<file path="config.mk">
export PLATFORM = sky130hd
export DESIGN_NAME = div_unit
export DESIGN_NICKNAME = d
export VERILOG_FILES = /design/src/rtl/div_unit_pkg.sv /design/src/rtl/div_unit.sv
export SDC_FILE = /design/constraint.sdc
export NUM_CORES = 1
export LEC_CHECK = 0
export ABC_AREA = 0
export CORE_MARGIN = 2
export CORE_UTILIZATION = 36
export DETAILED_ROUTE_END_ITERATION = 12
export SYNTH_ARGS = -nofsm -noshare
export SYNTH_HDL_FRONTEND = slang
export SYNTH_SLANG_ARGS = --single-unit
</file>
<file path="constraint.sdc">
create_clock -name clk -period 3.9 [get_ports clk]
set_input_delay 0.78 -clock clk [delete_from_list [all_inputs] [get_ports clk]]
set_output_delay 0.78 -clock clk [all_outputs]
set_load 0.05 [all_outputs]
</file>
<file path="src/rtl/div_unit_pkg.sv">
// div_unit_pkg: shared state encoding for the multi-cycle divider
package div_unit_pkg;
  typedef enum logic [1:0] {DIV_FREE, DIV_BYZERO, DIV_ON, DIV_END} div_state_e;
endpackage

</file>
<file path="src/rtl/div_unit.sv">
// div_unit: radix-2 restoring divider for DIV/DIVU returning {remainder, quotient}
module div_unit
  import div_unit_pkg::*;
#(
  parameter int WIDTH = 32
) (
  input  logic               clk,
  input  logic               rst,
  input  logic               signed_div_i,
  input  logic [WIDTH-1:0]   opdata1_i,
  input  logic [WIDTH-1:0]   opdata2_i,
  input  logic               start_i,
  input  logic               annul_i,
  output logic [2*WIDTH-1:0] result_o,
  output logic               ready_o
);
  localparam int CW = $clog2(WIDTH) + 1;
  div_state_e         r_state, w_state;
  logic [2*WIDTH-1:0] r_work, w_work, r_result, w_result;
  logic [2*WIDTH:0]   w_shift;
  logic [WIDTH:0]     w_trial;
  logic [WIDTH-1:0]   r_divisor, w_divisor, w_mag1, w_mag2, w_quo, w_rem;
  logic [CW-1:0]      r_cnt, w_cnt;
  logic               r_signed, w_signed, r_neg1, w_neg1, r_neg2, w_neg2, r_ready, w_ready;
  // operand magnitudes, one restoring step, and sign fix-up of the finished work register
  always_comb begin
    w_mag1  = (signed_div_i && opdata1_i[WIDTH-1]) ? -opdata1_i : opdata1_i;
    w_mag2  = (signed_div_i && opdata2_i[WIDTH-1]) ? -opdata2_i : opdata2_i;
    w_shift = {r_work, 1'b0};
    w_trial = w_shift[2*WIDTH:WIDTH] - {1'b0, r_divisor};
    w_quo   = (r_signed && (r_neg1 ^ r_neg2)) ? -r_work[WIDTH-1:0] : r_work[WIDTH-1:0];
    w_rem   = (r_signed && r_neg1) ? -r_work[2*WIDTH-1:WIDTH] : r_work[2*WIDTH-1:WIDTH];
  end
  // next state, datapath and output values; everything holds unless a state says otherwise
  always_comb begin
    w_state   = r_state;
    w_work    = r_work;
    w_divisor = r_divisor;
    w_cnt     = r_cnt;
    w_signed  = r_signed;
    w_neg1    = r_neg1;
    w_neg2    = r_neg2;
    w_ready   = 1'b0;
    w_result  = '0;
    case (r_state)
      DIV_FREE: if (start_i && !annul_i) begin
        w_state   = (opdata2_i == '0) ? DIV_BYZERO : DIV_ON;
        w_work    = {{WIDTH{1'b0}}, w_mag1};
        w_divisor = w_mag2;
        w_signed  = signed_div_i;
        w_neg1    = opdata1_i[WIDTH-1];
        w_neg2    = opdata2_i[WIDTH-1];
        w_cnt     = '0;
      end
      DIV_BYZERO: begin
        w_state = annul_i ? DIV_FREE : DIV_END;
        w_work  = '0;
      end
      DIV_ON: if (annul_i) w_state = DIV_FREE;
      else begin
        w_work  = w_trial[WIDTH] ? w_shift[2*WIDTH-1:0] : {w_trial[WIDTH-1:0], w_shift[WIDTH-1:1], 1'b1};
        w_cnt   = r_cnt + CW'(1);
        w_state = (r_cnt == CW'(WIDTH - 1)) ? DIV_END : DIV_ON;
      end
      DIV_END: if (start_i) begin
        w_ready  = 1'b1;
        w_result = {w_rem, w_quo};
      end else w_state = DIV_FREE;
      default: w_state = DIV_FREE;
    endcase
  end
  // state, datapath and output registers
  always_ff @(posedge clk) begin
    if (rst) begin
      r_state   <= DIV_FREE;
      r_work    <= '0;
      r_divisor <= '0;
      r_cnt     <= '0;
      r_signed  <= 1'b0;
      r_neg1    <= 1'b0;
      r_neg2    <= 1'b0;
      r_ready   <= 1'b0;
      r_result  <= '0;
    end else begin
      r_state   <= w_state;
      r_work    <= w_work;
      r_divisor <= w_divisor;
      r_cnt     <= w_cnt;
      r_signed  <= w_signed;
      r_neg1    <= w_neg1;
      r_neg2    <= w_neg2;
      r_ready   <= w_ready;
      r_result  <= w_result;
    end
  end
  assign ready_o  = r_ready;
  assign result_o = r_result;
endmodule

</file>
# Word-level counts from Yosys, hierarchy flattened

Cells that the tools add are included.

Logic and storage cells: 60
Register bits: 172
Input bits: 69
Output and inout bits: 65

Mux-type cells: 19
Bitwise operators: 3
Reductions and logical operators: 16
Add/subtract/negate cells: 6
Equality and inequality tests: 7

Operators with widths:

| cell                                                             | number |
|---|---|
| 64-bit two-way mux                                               | 3 |
| 64-bit case mux with 3 select lines                              | 1 |
| 32-bit two-way mux                                               | 4 |
| 32-bit negator                                                   | 4 |
| 33-bit by 32-bit subtractor with 33-bit output                   | 1 |
| 32-bit logical NOT                                               | 1 |
| 6-bit two-way mux                                                | 2 |
| 6-bit case mux with 2 select lines                               | 1 |
| 2-bit two-way mux                                                | 5 |
| 2-bit case mux with 4 select lines                               | 1 |
| 6-bit by 1-bit adder with 6-bit output (second input constant)   | 1 |
| 6-bit by 5-bit == test with 1-bit output (second input constant) | 1 |
| 2-bit inequality test (second input constant)                    | 3 |
| 3-bit AND reduction                                              | 2 |
| 1-bit logical AND                                                | 5 |
| 2-bit == test (second input constant)                            | 2 |
| 2-bit AND reduction                                              | 2 |
| 3-bit nonzero test                                               | 1 |
| 3-bit OR reduction                                               | 1 |
| 2-bit by 1-bit == test with 1-bit output (second input constant) | 1 |
| 2-bit logical NOT                                                | 1 |
| 1-bit two-way mux                                                | 2 |
| 1-bit inverter                                                   | 2 |
| 2-bit nonzero test                                               | 1 |
| 3 further kinds                                                  | 3 |

# Logic depth before layout (Yosys ltp)

Word-level depth: 4
Depth in mapped cells: 13

# Least setup slack after synthesis

OpenSTA, ideal clock, no wires.

Path type: register to register
Start point: register r_work[31]
End point: register r_work[56]
Stages on the path, launching flop included: 14
Library setup time: 0.132 ns
Required time: 3.768 ns
Arrival: 2.736 ns
Buffers on the path: 1
Clock period less this slack: 2.867 ns
Slack: 1.033 ns
Path through: dfxtp_1 > inv_1 > ha_1 > fa_1 > nor2b_1 > o2111ai_2 > a21oi_2 > nor4_2 > o21ai_2 > a221oi_4 > xnor2_4 > buf_6 > mux2i_1 > o21ai_0

Longest elaborated chain between the ends: 4

RTL lines:

| element                                        | line           | RTL |
|---|---|---|
| start: declaration                             | div_unit.sv:19 | `logic [2*WIDTH-1:0] r_work, w_work, r_result, w_result;` |
| start signal: assignment                       | div_unit.sv:86 | `r_work <= w_work;` |
| 33-bit by 32-bit subtractor with 33-bit output | div_unit.sv:30 | `w_trial = w_shift[2*WIDTH:WIDTH] - {1'b0, r_divisor};` |
| 64-bit two-way mux                             | div_unit.sv:61 | `w_work = w_trial[WIDTH] ? w_shift[2*WIDTH-1:0] : {w_trial[WIDTH-1:0], w_shift[WIDTH-1:1], 1'b1};` |
| 64-bit two-way mux                             | div_unit.sv:59 | `DIV_ON: if (annul_i) w_state = DIV_FREE;` |
| 64-bit case mux with 3 select lines            | div_unit.sv:45 | `case (r_state)` |

No other way between the ends. The select of a mux whose other input is x is not followed.
A chain may end at the register's enable or synchronous reset.

# Final worst setup path

Start point: register r_work[31]
End point: register r_work[48]

The elaborated chain is that of the path after synthesis.

==> reports/qor.yml <==
run_status:
  status: "finished, final reports clean"
setup_path:
  reg2regPathDepth: 13
  r2r_start: "r_work[31]"
  cp_max_fo: 21
  crit_required_ns: 4.22
  cp_data_arrival_time_ns: 3.67
  endpoint_kind: "register"
  r2r_setup_slack_ns: 0.54
  cp-start-kind: "register"
  critPathKind: "register to register"
  r2r-end: "r_work[48]"
logic_synthesis:
  synth-simple-area-share_pct: 19.9
  synth_flop_cell: "dfxtp_1"
  netlist_area_sq_mm: 0.0103
  synthXorXnorAreaFrac_pct: 12.0
  synthesis.nets: 1423
  muxShareOfSynthArea_pct: 3.11
  syn_inst: 1311
  synthAdderAreaFrac_pct: 5.29
  yosysWarningCount: 0
  ys_ff_latch: 172
  synth_top_family_by_area: "compound AO/OA/AOI/OAI gates"
  ys_seq_area_share_pct: 33.4
  synth_edf_count: 0
  synth_compound_gate_area_share_pct: 21.7
  synth_area_per_cell_sq_um: 7.87
  netlist-cell-type-count: 64
  synth-async-reset-ratio_pct: 0
global_routing:
  antenna_found_initial: 1
  grt_max_degree: 66
  overflow: 0
  grt_pass1_wl_um: 45000
  grt_pass1_vias: 8365
  grt_use_total_pct: 18.3
floorplan:
  start_util_pct: 36.8
  core-area_sq_mm: 0.0280
  dieArea_sq_mm: 0.0300
  die_x_um: 173
  die_y_um: 173
  io_pins: 134
  rows: 61
hold_path:
  holdPathStages: 2
  hold_class: "register to register"
  hp-start: "r_divisor[31]"
  hold_end: "r_divisor[31]"
clock_network:
  tritoncts: "done"
  numCtsBuffers: 17
  postCtsSetupBuffers: 0
  cts_buffer_depth: 2
  clk_pin_slew_ns: 0.07
  clock-sinks: 172
  postCtsHoldBufs: 0
  cts-root-buf: "clkbuf_16"
  clk_latency_ns: 0.44
  cts_resized: 0
  htree_levels: 4
timing:
  finalCritPeriodShare_pct: 86.0
  slew-limit-headroom_pct: 50.1
  fmax_mhz: 298
  finalSetupViolCount: 0
  totalNegativeSetupSlack_ns: 0
  worst_pin_slew_ns: 0.749
  drv_slew: 0
  fin_worst_skew_ns: 0.0126
  rsz0062_at_grt: "no"
  hold_violations: 0
  min_period_ns: 3.36
pwr:
  p_leak_nw: 4.52
  finalPower_mw: 6.31
  power_density_mw_per_mm2: 500
  ir_worst_vdd_uv: 309
routing:
  ant_nets: 0
  wl_um: 28100
  vias: 9350
  drt-wirelength-per-cell_um: 15.5
  dr.pass1.iters: 5
  remaining_drc_errors: 0
  drt_iter0_markers: 753
  vias_per_cell: 5.17
cells_and_area:
  fin_cells: 1810
  synthToLayoutAreaGrowth_pct: 22.2
  drive_gt1_share_pct: 5.17
  nets: 1531
  antenna-diode-count: 0
flow_run:
  cap_violations: 0
place:
  routabilityCongestion: 0.864
  dpl.cell_count: 1778
  io_buffers: 133
  dp.final_hpwl_um: 21300
final cells by class:
class,count,area [sq um]
multi-input cells,1018,6400
flip-flops and latches,172,3440
fillers,2876,15400
clock buffers,19,443
clock inverters,13,154
repair buffers,152,1470
well taps,378,473
inverters,58,218
metrics by stage:
| step | cell area (sq um) | utilization [%] | hold slack [ns] | setup WS [ns] |
|---|---|---|---|---|
| 2_1_floorplan | 10300 | - | 0.432 | 1.03 |
| 3_3_place_gp | 12000 | 42.9 | 0.452 | 0.378 |
| 3_5_place_dp | 12000 | 42.9 | 0.460 | 0.336 |
| 4_1_cts | 12600 | 45.0 | 0.470 | 0.532 |
| 5_1_grt | 12600 | 45.0 | 0.496 | 0.275 |
| 6_report | 12600 | 45.0 | 0.460 | 0.544 |
how the worst max path moves through the flow:
stage	start	end	slack [ns]	depth (start not counted)
floorplan	r_work[31]	r_work[56]	1.03	13
global placement	opdata2_i[6]	r_divisor[25]	0.38	9
detailed placement	opdata1_i[3]	r_work[27]	0.34	10
CTS	r_work[31]	r_work[48]	0.53	13
global route	r_work[31]	r_work[42]	0.27	13
finish	r_work[31]	r_work[48]	0.54	13
where the power goes:
part / total (mW) / internal [mW] / switching (mW)
logic: 2.33 / 0.922 / 1.41
clock network: 1.74 / 0.976 / 0.765
registers: 2.23 / 1.96 / 0.269
total: 6.31 / 3.86 / 2.45
kinds of logic (layout without fill, tap and decap cells):
family | after synthesis | count (layout)
xor gates and xnor gates | 139 | 139
AOI/OAI and AO/OA | 354 | 354
adders and majority gates | 43 | 43
DFF | 172 | 172
muxes | 32 | 32
and+or+nand+nor | 450 | 450
buffers and inverters | 121 | 242
worst max-delay path: stages, from the launching register on:
cell	delay, ns
dfxtp_1	0.44
inv_1	0.10
ha_1	0.24
fa_1	0.42
nor2b_1	0.22
o2111ai_2	0.17
a21oi_2	0.26
nor4_2	0.10
o21ai_2	0.31
a221oi_4	0.13
xnor2_4	0.15
buf_4	0.36
mux2i_1	0.24
o21ai_1	0.07
placed cells by master (no fill, tap or decap), types with 6 or more instances in the layout:
cell | Yosys | routed
o41ai_1 | 9 | 9
nand2b_1 | 11 | 11
a211oi_1 | 33 | 33
nand3_1 | 24 | 24
nand4_1 | 6 | 6
nor3_1 | 29 | 29
inv_1 | 58 | 58
a21oi_1 | 95 | 95
clkbuf_16 | 0 | 17
nor2_1 | 176 | 174
a311oi_1 | 7 | 7
o211ai_1 | 8 | 8
mux2i_1 | 32 | 32
o21ai_1 | 17 | 16
dfxtp_1 | 172 | 172
a221o_1 | 8 | 8
xor2_1 | 58 | 58
nor4_1 | 17 | 17
or4_1 | 7 | 7
a21o_1 | 17 | 17
o21a_1 | 6 | 6
and2_1 | 7 | 7
ha_1 | 42 | 42
nand2_1 | 123 | 123
o31ai_1 | 13 | 13
xnor2_1 | 80 | 80
clkdlybuf4s50_1 | 0 | 132
a31oi_1 | 13 | 13
or3_1 | 20 | 20
buf_4 | 0 | 19
o21ai_0 | 97 | 97
Yosys cell counts, types with 4 or more instances:
cell | instances | share of area, %
or2_2 | 5 | 0.30
inv_1 | 58 | 2.1
xor2_1 | 58 | 4.9
nor4_1 | 17 | 1.0
o211ai_1 | 8 | 0.58
a21oi_1 | 95 | 4.6
a221o_1 | 8 | 0.78
a211oi_1 | 33 | 2.4
nor2_1 | 176 | 6.4
a31oi_1 | 13 | 0.79
ha_1 | 42 | 5.1
o41ai_1 | 9 | 0.76
nand4_1 | 6 | 0.36
nand2_1 | 123 | 4.5
a21o_1 | 17 | 1.2
a311oi_1 | 7 | 0.59
xnor2_1 | 80 | 6.8
nand2b_1 | 11 | 0.67
nand3_1 | 24 | 1.2
o21ai_0 | 97 | 4.7
o21bai_1 | 4 | 0.29
buf_1 | 4 | 0.15
o21a_1 | 6 | 0.44
or4_1 | 7 | 0.51
and3_1 | 4 | 0.24
nor3_1 | 29 | 1.4
dfxtp_1 | 172 | 33
a221oi_1 | 5 | 0.42
clkbuf_1 | 56 | 2.0
o31ai_1 | 13 | 0.95
and2_1 | 7 | 0.42
or3_1 | 20 | 1.2
nand3b_1 | 5 | 0.36
mux2i_1 | 32 | 3.1
o21ai_1 | 17 | 0.82
per-layer routing:
metal / vias to the layer above / global-route usage [%] / share of wire [%]
met4: 2 / 4.27 / 0.93
met3: 19 / 3.11 / 4.6
met5: - / 0 / 0.046
met2: 213 / 26.8 / 42
li1: 4842 / - / -
met1: 4274 / 27.8 / 52
sequential cells by signal, summed over array words and instances (netlist names):
signal     cells
r_signed       1
r_divisor     32
result_o      64
ready_o        1
r_cnt          6
r_neg1         1
r_state        2
r_work        64
r_neg2         1
Note: power is estimated with default switching activity, not from simulation.
